`src/rtl/screen_pkg.sv`:
```
// Purpose : shared geometry, command opcodes and FSM state encoding for the screen controller.
// Latency : n/a (definitions only).
// Backpressure: n/a.
package screen_pkg;

  // Screen geometry: 40 x 30 character cells, row-major, cell 0 at top-left.
  localparam int SCREEN_COLS  = 40;
  localparam int SCREEN_ROWS  = 30;
  localparam int SCREEN_CELLS = SCREEN_COLS * SCREEN_ROWS;

  // Cell indices fit in 11 bits (1200 < 2048).
  localparam int CELL_W = 11;

  // Index of the last cell on the screen.
  localparam logic [CELL_W-1:0] LAST_CELL = CELL_W'(SCREEN_CELLS - 1);

  // Last destination cell that a scroll copies; later cells are blanked.
  localparam logic [CELL_W-1:0] SCROLL_LAST = CELL_W'(SCREEN_CELLS - SCREEN_COLS - 1);

  // First cell of row 1, i.e. the source of destination cell 0 during a scroll.
  localparam logic [CELL_W-1:0] ROW1_CELL = CELL_W'(SCREEN_COLS);

  // Engine command opcodes. OP_RSVD behaves exactly like OP_NOP.
  typedef enum logic [1:0] {
    OP_NOP    = 2'd0,
    OP_CLEAR  = 2'd1,
    OP_SCROLL = 2'd2,
    OP_RSVD   = 2'd3
  } cmd_op_e;

  // Engine FSM states.
  typedef enum logic [2:0] {
    ST_IDLE      = 3'd0,
    ST_CLEAR     = 3'd1,
    ST_SCR_PRIME = 3'd2,
    ST_SCROLL    = 3'd3,
    ST_FILL      = 3'd4,
    ST_DONE      = 3'd5
  } state_e;

  // True in every state in which the engine wants the RAM write port.
  function automatic logic is_engine_write(input state_e s);
    return (s == ST_CLEAR) || (s == ST_SCROLL) || (s == ST_FILL);
  endfunction

endpackage

```
`src/rtl/screen_cell_counter.sv`:
```
// Purpose : 11-bit engine cell index counter with synchronous load, count enable and terminal-count compare.
// Latency : load/increment visible the cycle after the request; o_tc is combinational from the count.
// Backpressure: none; the caller withholds i_en to hold the count.
//
// Ports:
//   clk, reset         clock and synchronous active-high reset (count returns to 0)
//   i_load/i_load_val  load a new count (takes priority over i_en)
//   i_en               advance the count by one
//   i_tc_val           terminal value compared against the current count
//   o_cnt / o_tc       current count / count equals i_tc_val
module screen_cell_counter
  import screen_pkg::*;
(
  input  logic              clk,
  input  logic              reset,
  input  logic              i_load,
  input  logic [CELL_W-1:0] i_load_val,
  input  logic              i_en,
  input  logic [CELL_W-1:0] i_tc_val,
  output logic [CELL_W-1:0] o_cnt,
  output logic              o_tc
);

  logic [CELL_W-1:0] r_cnt;

  always_ff @(posedge clk) begin
    if (reset) begin
      r_cnt <= '0;
    end else if (i_load) begin
      r_cnt <= i_load_val;
    end else if (i_en) begin
      r_cnt <= r_cnt + CELL_W'(1);
    end
  end

  assign o_cnt = r_cnt;
  assign o_tc  = (r_cnt == i_tc_val);

endmodule

```
`src/rtl/screen_ctrl.sv`:
```
// Purpose : character-screen RAM write arbiter: CPU stores plus a CLEAR / SCROLL fill engine.
// Latency : CPU write same cycle (combinational); CLEAR 1201 and SCROLL 1202 cycles accept-to-done, +1 per stall.
// Backpressure: cmd_ready only in IDLE; a valid CPU store always wins the write port and stalls the engine.
//
// Ports:
//   clk, reset                      clock, synchronous active-high reset
//   cpu_wr/cpu_addr/cpu_wdata       CPU store; wdata[3:0] is the character code
//   cpu_err                         registered pulse for a store outside the screen window
//   cmd_valid/cmd_op/cmd_fill       engine command request, opcode, fill code
//   cmd_ready/cmd_done              engine idle / pulse after the final engine write
//   mem_we/mem_waddr/mem_wdata      screen RAM write port
//   mem_raddr/mem_rdata             screen RAM read port (1-cycle synchronous read)
module screen_ctrl
  import screen_pkg::*;
#(
  parameter logic [31:0] SCREEN_BASE = 32'h4000
) (
  input  logic        clk,
  input  logic        reset,
  input  logic        cpu_wr,
  input  logic [31:0] cpu_addr,
  input  logic [31:0] cpu_wdata,
  output logic        cpu_err,
  input  logic        cmd_valid,
  input  logic [1:0]  cmd_op,
  input  logic [3:0]  cmd_fill,
  output logic        cmd_ready,
  output logic        cmd_done,
  output logic        mem_we,
  output logic [10:0] mem_waddr,
  output logic [3:0]  mem_wdata,
  output logic [10:0] mem_raddr,
  input  logic [3:0]  mem_rdata
);

  // ---------------------------------------------------------------------------
  // CPU address decode
  // ---------------------------------------------------------------------------
  logic [31:0]       w_offset;
  logic              w_addr_ok;
  logic              w_cpu_we;
  logic [CELL_W-1:0] w_cpu_idx;

  // Lower-bound test first so an address below the base cannot wrap into range.
  assign w_offset  = cpu_addr - SCREEN_BASE;
  assign w_addr_ok = (cpu_addr >= SCREEN_BASE) && (w_offset < 32'(SCREEN_CELLS));
  assign w_cpu_we  = cpu_wr && w_addr_ok;
  assign w_cpu_idx = w_offset[CELL_W-1:0];

  // Only the character code and the in-range offset bits are meaningful.
  logic w_unused;
  assign w_unused = ^{cpu_wdata[31:4], w_offset[31:CELL_W]};

  // ---------------------------------------------------------------------------
  // Engine state
  // ---------------------------------------------------------------------------
  state_e            r_state;
  state_e            w_state_nxt;
  logic [3:0]        r_fill;
  logic              r_cpu_err;

  logic              w_accept;
  logic              w_eng_we;
  logic              w_stall;
  logic              w_adv;
  logic [3:0]        w_eng_dat;

  logic              w_cnt_load;
  logic              w_cnt_en;
  logic [CELL_W-1:0] w_tc_val;
  logic [CELL_W-1:0] w_cnt;
  logic              w_tc;

  assign w_accept = cmd_valid && (r_state == ST_IDLE);
  assign w_eng_we = is_engine_write(r_state);

  // A CPU store takes the port; the engine repeats the same cell next cycle.
  assign w_stall  = w_eng_we && w_cpu_we;
  assign w_adv    = w_eng_we && !w_cpu_we;

  // SCROLL stops copying at the end of row 28; CLEAR and FILL run to the last cell.
  assign w_tc_val = (r_state == ST_SCROLL) ? SCROLL_LAST : LAST_CELL;

  screen_cell_counter u_cell_cnt (
    .clk        (clk),
    .reset      (reset),
    .i_load     (w_cnt_load),
    .i_load_val ('0),
    .i_en       (w_cnt_en),
    .i_tc_val   (w_tc_val),
    .o_cnt      (w_cnt),
    .o_tc       (w_tc)
  );

  always_comb begin
    w_state_nxt = r_state;
    w_cnt_load  = 1'b0;
    w_cnt_en    = w_adv;
    unique case (r_state)
      ST_IDLE: begin
        if (w_accept) begin
          w_cnt_load = 1'b1;
          case (cmd_op_e'(cmd_op))
            OP_CLEAR:  w_state_nxt = ST_CLEAR;
            OP_SCROLL: w_state_nxt = ST_SCR_PRIME;
            default:   w_state_nxt = ST_DONE;
          endcase
        end
      end
      ST_CLEAR: begin
        if (w_adv && w_tc) w_state_nxt = ST_DONE;
      end
      // One cycle with no write while the first source cell is read.
      ST_SCR_PRIME: begin
        w_state_nxt = ST_SCROLL;
      end
      // The counter keeps running into FILL, so FILL starts at the first cell of row 29.
      ST_SCROLL: begin
        if (w_adv && w_tc) w_state_nxt = ST_FILL;
      end
      ST_FILL: begin
        if (w_adv && w_tc) w_state_nxt = ST_DONE;
      end
      ST_DONE: begin
        w_cnt_load  = 1'b1;
        w_state_nxt = ST_IDLE;
      end
      default: begin
        w_state_nxt = ST_IDLE;
      end
    endcase
  end

  always_ff @(posedge clk) begin
    if (reset) begin
      r_state   <= ST_IDLE;
      r_fill    <= 4'h0;
      r_cpu_err <= 1'b0;
    end else begin
      r_state   <= w_state_nxt;
      r_cpu_err <= cpu_wr && !w_addr_ok;
      if (w_accept) r_fill <= cmd_fill;
    end
  end

  // ---------------------------------------------------------------------------
  // RAM ports
  // ---------------------------------------------------------------------------
  // During SCROLL the read runs one cell ahead of the write (n+41 vs n+40 source)
  // to cover the RAM latency. On a stall the previous address (n+40) is
  // re-presented so the same source data comes back for the retried write.
  always_comb begin
    mem_raddr = '0;
    if (r_state == ST_SCR_PRIME) begin
      mem_raddr = ROW1_CELL;
    end else if (r_state == ST_SCROLL) begin
      mem_raddr = w_cnt + (w_stall ? CELL_W'(SCREEN_COLS) : CELL_W'(SCREEN_COLS + 1));
    end
  end

  assign w_eng_dat = (r_state == ST_SCROLL) ? mem_rdata : r_fill;

  assign mem_we    = w_cpu_we || w_eng_we;
  assign mem_waddr = w_cpu_we ? w_cpu_idx : w_cnt;
  assign mem_wdata = w_cpu_we ? cpu_wdata[3:0] : w_eng_dat;

  assign cpu_err   = r_cpu_err;
  assign cmd_ready = (r_state == ST_IDLE);
  assign cmd_done  = (r_state == ST_DONE);

endmodule

```
`config.mk`:
```
export PLATFORM = sky130hd
export DESIGN_NAME = screen_ctrl
export DESIGN_NICKNAME = d
export VERILOG_FILES = /design/src/rtl/screen_pkg.sv /design/src/rtl/screen_cell_counter.sv /design/src/rtl/screen_ctrl.sv
export SDC_FILE = /design/constraint.sdc
export NUM_CORES = 1
export LEC_CHECK = 0
export BUFFER_PORTS_ARGS = -buffer_cell sky130_fd_sc_hd__buf_2
export CAP_MARGIN = 20
export CELL_PAD_IN_SITES_DETAIL_PLACEMENT = 2
export CELL_PAD_IN_SITES_GLOBAL_PLACEMENT = 2
export CORE_MARGIN = 3
export CORE_UTILIZATION = 22
export DETAILED_ROUTE_END_ITERATION = 8
export HOLD_SLACK_MARGIN = 0.02
export PLACE_DENSITY = 0.83
export SKIP_LAST_GASP = 1
export SLEW_MARGIN = 25
export SYNTH_ARGS = -nofsm -noshare
export SYNTH_HDL_FRONTEND = slang
export SYNTH_SLANG_ARGS = --single-unit
```
`constraint.sdc`:
```
create_clock -name clk -period 3.7 [get_ports clk]
set_input_delay 0.37 -clock clk [delete_from_list [all_inputs] [get_ports clk]]
set_output_delay 0.37 -clock clk [all_outputs]
set_load 0.02 [all_outputs]
```
# ---- Word-level counts from Yosys, hierarchy flattened
# Index checks and enable logic that the tools add are counted.
dict set report word_totals {
  regBits 19
  inputBits 78
  out_inout_bits 30
  word_cells 50
}
dict set report classes {
  addsub 3
  order_cmp 2
  n_eq_ne 11
  mux 14
  n_reduce_logical 16
}
# cell count
set op_table {}
lappend op_table {{$mux W11} 3}
lappend op_table {{$ge A32 B15 Y1 const B} 1}
lappend op_table {{$lt A32 B11 Y1 const B} 1}
lappend op_table {{$sub A32 B15 Y32 const B} 1}
lappend op_table {{$pmux W3 S4} 1}
lappend op_table {{$add A11 B1 Y11 const B} 1}
lappend op_table {{$add A11 B6 Y11} 1}
lappend op_table {{$eq A11 B11 Y1} 1}
lappend op_table {{$mux W3} 3}
lappend op_table {{$mux W4} 2}
lappend op_table {{$logic_and A1 B1 Y1} 7}
lappend op_table {{$eq A3 B2 Y1 const B} 2}
lappend op_table {{$eq A3 B3 Y1 const B} 2}
lappend op_table {{$mux W6} 1}
lappend op_table {{$ne A2 B1 Y1 const B} 3}
lappend op_table {{$pmux W3 S2} 1}
lappend op_table {{$reduce_or A2 Y1} 2}
lappend op_table {{$eq A3 B1 Y1 const B} 1}
lappend op_table {{$logic_not A3 Y1} 1}
lappend op_table {{$logic_or A1 B1 Y1} 3}
lappend op_table {{$reduce_and A3 Y1} 1}
lappend op_table {{$eq A2 B1 Y1 const B} 1}
lappend op_table {{$eq A2 B2 Y1 const B} 1}
lappend op_table {{$logic_not A1 Y1} 2}
lappend op_table {{2 further kinds} 3}

# ---- Longest topological paths before layout
dict set report depth {
  word_depth 9
  mapped_depth 12
  mapped_depth_nobuf 12
}

# ---- By module
# From an unflattened synthesis, not the netlist that was laid out.
dict set report hier_totals {
  cells_unflattened 249
  hier_area_um2 1929.4
}
# module instances cells_per_inst area_per_inst_um2
set modules_own_cells {}
lappend modules_own_cells {screen_ctrl 1 155 1151.1}
lappend modules_own_cells {screen_cell_counter 1 94 778.2}

# ---- Worst setup path before layout
# Ideal clock, no wire load.
dict set report synth_timing {
  path_type {input -> output}
  start {input port cpu_addr[19]}
  end {output port mem_raddr[10]}
  arrival_ns 3.202
  required_time_ns 3.330
  setup_slack_ns 0.128
  stages 12
  n_path_buf 0
  path_cell_list {nor4_1 > nand4b_2 > or3_4 > a2111oi_4 > nand2_1 > ha_1 > ha_1 > a21oi_1 > nor2b_1 > nor2_1 > o21ai_0 > a21oi_1}
}
dict set report synth_via {
  elab_chain_cells 9
  elab_cells_between_ends 10
}
# element line_no
set synth_rtl {}
lappend synth_rtl {{from (decl)} screen_ctrl.sv:21} ;# input logic [31:0] cpu_addr,
lappend synth_rtl {{$sub A32 B15 Y32} screen_ctrl.sv:45} ;# assign w_offset = cpu_addr - SCREEN_BASE;
lappend synth_rtl {{$lt A32 B11 Y1} screen_ctrl.sv:46} ;# assign w_addr_ok = (cpu_addr >= SCREEN_BASE) && (w_offset < 32'(SCREEN_CELLS));
lappend synth_rtl {{$logic_and A1 B1 Y1 (*)} screen_ctrl.sv:46}
lappend synth_rtl {{$logic_and A1 B1 Y1 (*)} screen_ctrl.sv:47} ;# assign w_cpu_we = cpu_wr && w_addr_ok;
lappend synth_rtl {{$logic_and A1 B1 Y1 (*)} screen_ctrl.sv:78} ;# assign w_stall = w_eng_we && w_cpu_we;
lappend synth_rtl {{$mux W1 (*)} screen_ctrl.sv:157} ;# mem_raddr = w_cnt + (w_stall ? CELL_W'(SCREEN_COLS) : CELL_W'(SCREEN_COLS + 1));
lappend synth_rtl {{$add A11 B6 Y11 (*)} screen_ctrl.sv:157}
lappend synth_rtl {{$mux W11 (*)} screen_ctrl.sv:156} ;# end else if (r_state == ST_SCROLL) begin
lappend synth_rtl {{$mux W11 (*)} screen_ctrl.sv:154} ;# if (r_state == ST_SCR_PRIME) begin
lappend synth_rtl {{to (decl)} screen_ctrl.sv:32} ;# output logic [10:0] mem_raddr,
# Every way passes the cells marked *; elsewhere a longest branch is shown, timed or not.

# ---- Worst setup path after layout
dict set report layout_timing {
  start {input port cpu_addr[13]}
  end {output port mem_raddr[10]}
}
# Same word-level chain as after synthesis.

==> impl_metrics.ini <==
[run_status]
status = finished, final reports clean

[cts]
cts_inserted_buffers = 3
cts_root_buf = clkbuf_8
ctsHoldBuffers = 0
cts_tree = yes
clk_pin_slew_ns = 0.09
clock_latency_ns = 0.27
h-tree-depth = 1
max-clock-path-buffers = 2
cts.sinks = 19

[die]
die_w_um = 96.5
die_h_um = 96.5
start_util_pct = 23.0
ios = 108
row_count = 32
core_area_sq_mm = 0.00785
dieArea_sq_mm = 0.00931

[power_and_ir_drop]
clkPwrFrac_pct = 27.9
power_density_mw_per_mm2 = 234
power_frac_seq_pct = 40.9
p_comb_share_pct = 31.2
switching_share_pct = 35.4
peakVddDrop_v = 0.0000952
switching_power_w = 0.000197
power.leakage_nw = 1.07
p_int_w = 0.000361

[layout]
nNetsFinal = 401
final_core_util_pct = 30.4
area_growth_pct = 32.6
layout-drive-gt1-share_pct = 37.5
postLayoutCellArea_sq_mm = 0.00239
diodes = 0

[timing]
period_share_pct = 95.9
drv_slew = 0
max_freq_mhz = 282
relSlewSlack_pct = 59.8
setup_ws_ns = 0.151
tns_ns = 0
fin_skew_ns = 0.0108
fin_hold_ws_ns = 0.338
grt_setup_unrepaired = true
setup_viol = 0
min_period_ns = 3.55
tightest_slew_ns = 0.602
finalHoldViolCount = 0

[setup_path]
cp_cell_sequence = buf_2 > or4_4 > or4b_4 > a2111oi_4 > nand2_1 > ha_1 > ha_1 > a21oi_2 > nor2b_1 > nor2_2 > o21ai_0 > a21oi_1 > buf_4
required_ns = 3.33
critPathLaunchType = primary input
cpMostUsedCell = ha_1
cp.arrival_ns = 3.18
path_buf_inv = 2
worst_path_dominant_cell_family = simple AND/OR/NAND/NOR gates
max_stage_delay_ns = 0.55
reg2regPathDepth = 5
slowest_stage = or4_4
cp_max_fo = 5
end_kind = output port
critical_path_class = primary input to output port
crit_cells = 13

[logic_synthesis]
yosysWarnings = 0
synth_top_cells_by_count = nand2_1, nor2_1, a21oi_1
yosys.area.top_type_share_pct = 21.1
synth_area_leaders = dfxtp_1, nand2_1, a21oi_1, mux2i_1, a2111oi_4
post_synth.cell_area_avg_sq_um = 7.51
ys_async_sr_fraction_pct = 0
syn_nets = 323
yosysTopAreaCell = dfxtp_1
synthDistinctLibCells = 51
yosysMostFrequentCell = nand2_1
synth_seq_area_share_pct = 21.1
ys.flop_type = dfxtp_1
synth_seq_cells = 19
synth_edf_count = 0
synthCells = 240
syn_area_sq_mm = 0.00180

[global_routing]
antenna_found_initial = 0
grt_overflow = 0
grt_pass1_wl_um = 10900
grt_use_total_pct = 14.7
grt_max_degree = 25
grt_pass1_vias = 2295

[detailed_routing]
route.detailed.drc = 0
drt_first_iter_violations = 45
viasPerCell = 4.97
routedWlPerCell_um = 15.8
wl_um = 6600
drtAntennaViolNets = 0
vias = 2083
firstDrtPassIters = 4

[placed_design]
placed_area_sq_mm = 0.00231
place_ws_ns = -0.159
gp_congestion = 0.723
dp_hpwl_um = 5530
io_buffers = 79

[min_path]
hp-class = primary input to flop
whs_path_depth = 3

[run]
drv_cap = 0
[worst reg2reg max path, stage by stage, from the launching register on]
cell and delay [ns]:
dfxtp_1 0.48, nor2b_1 0.29, a21oi_2 0.14, or4b_2 0.78, or4_1 0.43, a21oi_1 0.16
[layout by cell type, fill, tap and decap left out, drive strengths merged, types with 2 or more instances in the layout]
cell type and n:
a2111oi 3, a21o 3, a21oi 24, and3 2
buf 90, clkbuf 3, dfxtp 19, ha 5
inv 4, mux2i 9, nand2 48, nand2b 2
nand3 5, nand4 2, nand4b 2, nor2 21
nor2b 3, nor3 7, nor4 2, o2111ai 2
o21ai 9, o31ai 6, or3 11, or4 7
or4b 3, xnor2 4, xor2 7
[final cells by class]
type | count | area [sq um]
Fill cell | 970 | 5460
Timing Repair Buffer | 90 | 483
Clock buffer | 3 | 41.3
Inverter | 4 | 15.0
Clock inverter | 1 | 5.00
Tap cell | 102 | 128
Sequential cell | 19 | 380
Multi-Input combinational cell | 200 | 1340
[flip-flops by register name, indices dropped and copies added (netlist names)]
signal            flops
cpu_err               1
r_fill                4
r_state               3
u_cell_cnt.o_cnt     11
[worst paths after layout]
path	startpoint	slack, ns	end
max	cpu_addr[13]	0.15	mem_raddr[10]
min	cmd_fill[0]	0.34	r_fill[0]$_SDFFE_PP0P_
max reg2reg	r_state[0]$_SDFFE_PP0P_	1.34	u_cell_cnt.o_cnt[8]$_SDFFE_PP0P_
min reg2reg	r_fill[0]$_SDFFE_PP0P_	0.51	r_fill[0]$_SDFFE_PP0P_
[stage by stage]
step	std cells	power, W
final	419	0.000558
after global routing	419	0.000591
after CTS	418	0.000564
after detailed placement	414	0.000408
after global placement	414	0.000399
after floorplan	240	0.000334
[kinds of logic (layout without fill, tap and decap cells)]
group	Yosys count	after routing	synth area share, %
XOR/XNOR	11	11	5.35
flip-flops	19	19	21.1
AO/OA/AOI/OAI	55	55	24.1
multiplexers	9	9	5.00
AND/OR/NAND/NOR	120	120	35.1
adder cells (fa/ha/maj)	5	5	3.47
buffers and inverters	21	98	5.90
[power by group through the flow]
stage               logic (W)  registers [W]  clock network [W]
CTS                  0.000176       0.000228           0.000160
global route         0.000194       0.000230           0.000167
floorplan            0.000108       0.000226                  0
finish               0.000174       0.000228           0.000156
global placement     0.000166       0.000232                  0
detailed placement   0.000175       0.000233                  0
[layer usage]
| metal | global-route usage, % | up-vias | wire length [um] |
|---|---|---|---|
| met5 | 0 | - | 0 |
| met2 | 28.2 | 61 | 3390 |
| met4 | 3.39 | 0 | 72 |
| li1 | - | 1012 | - |
| met3 | 2.63 | 6 | 400 |
| met1 | 16.6 | 1004 | 2740 |
[repair_timing]
item	CTS	global route
endpoints found under the setup margin	4	7
pin swaps	1	6
setup buffers	0	1
gates resized for setup	1	7
No activity file was read; power rests on OpenSTA's default activity.
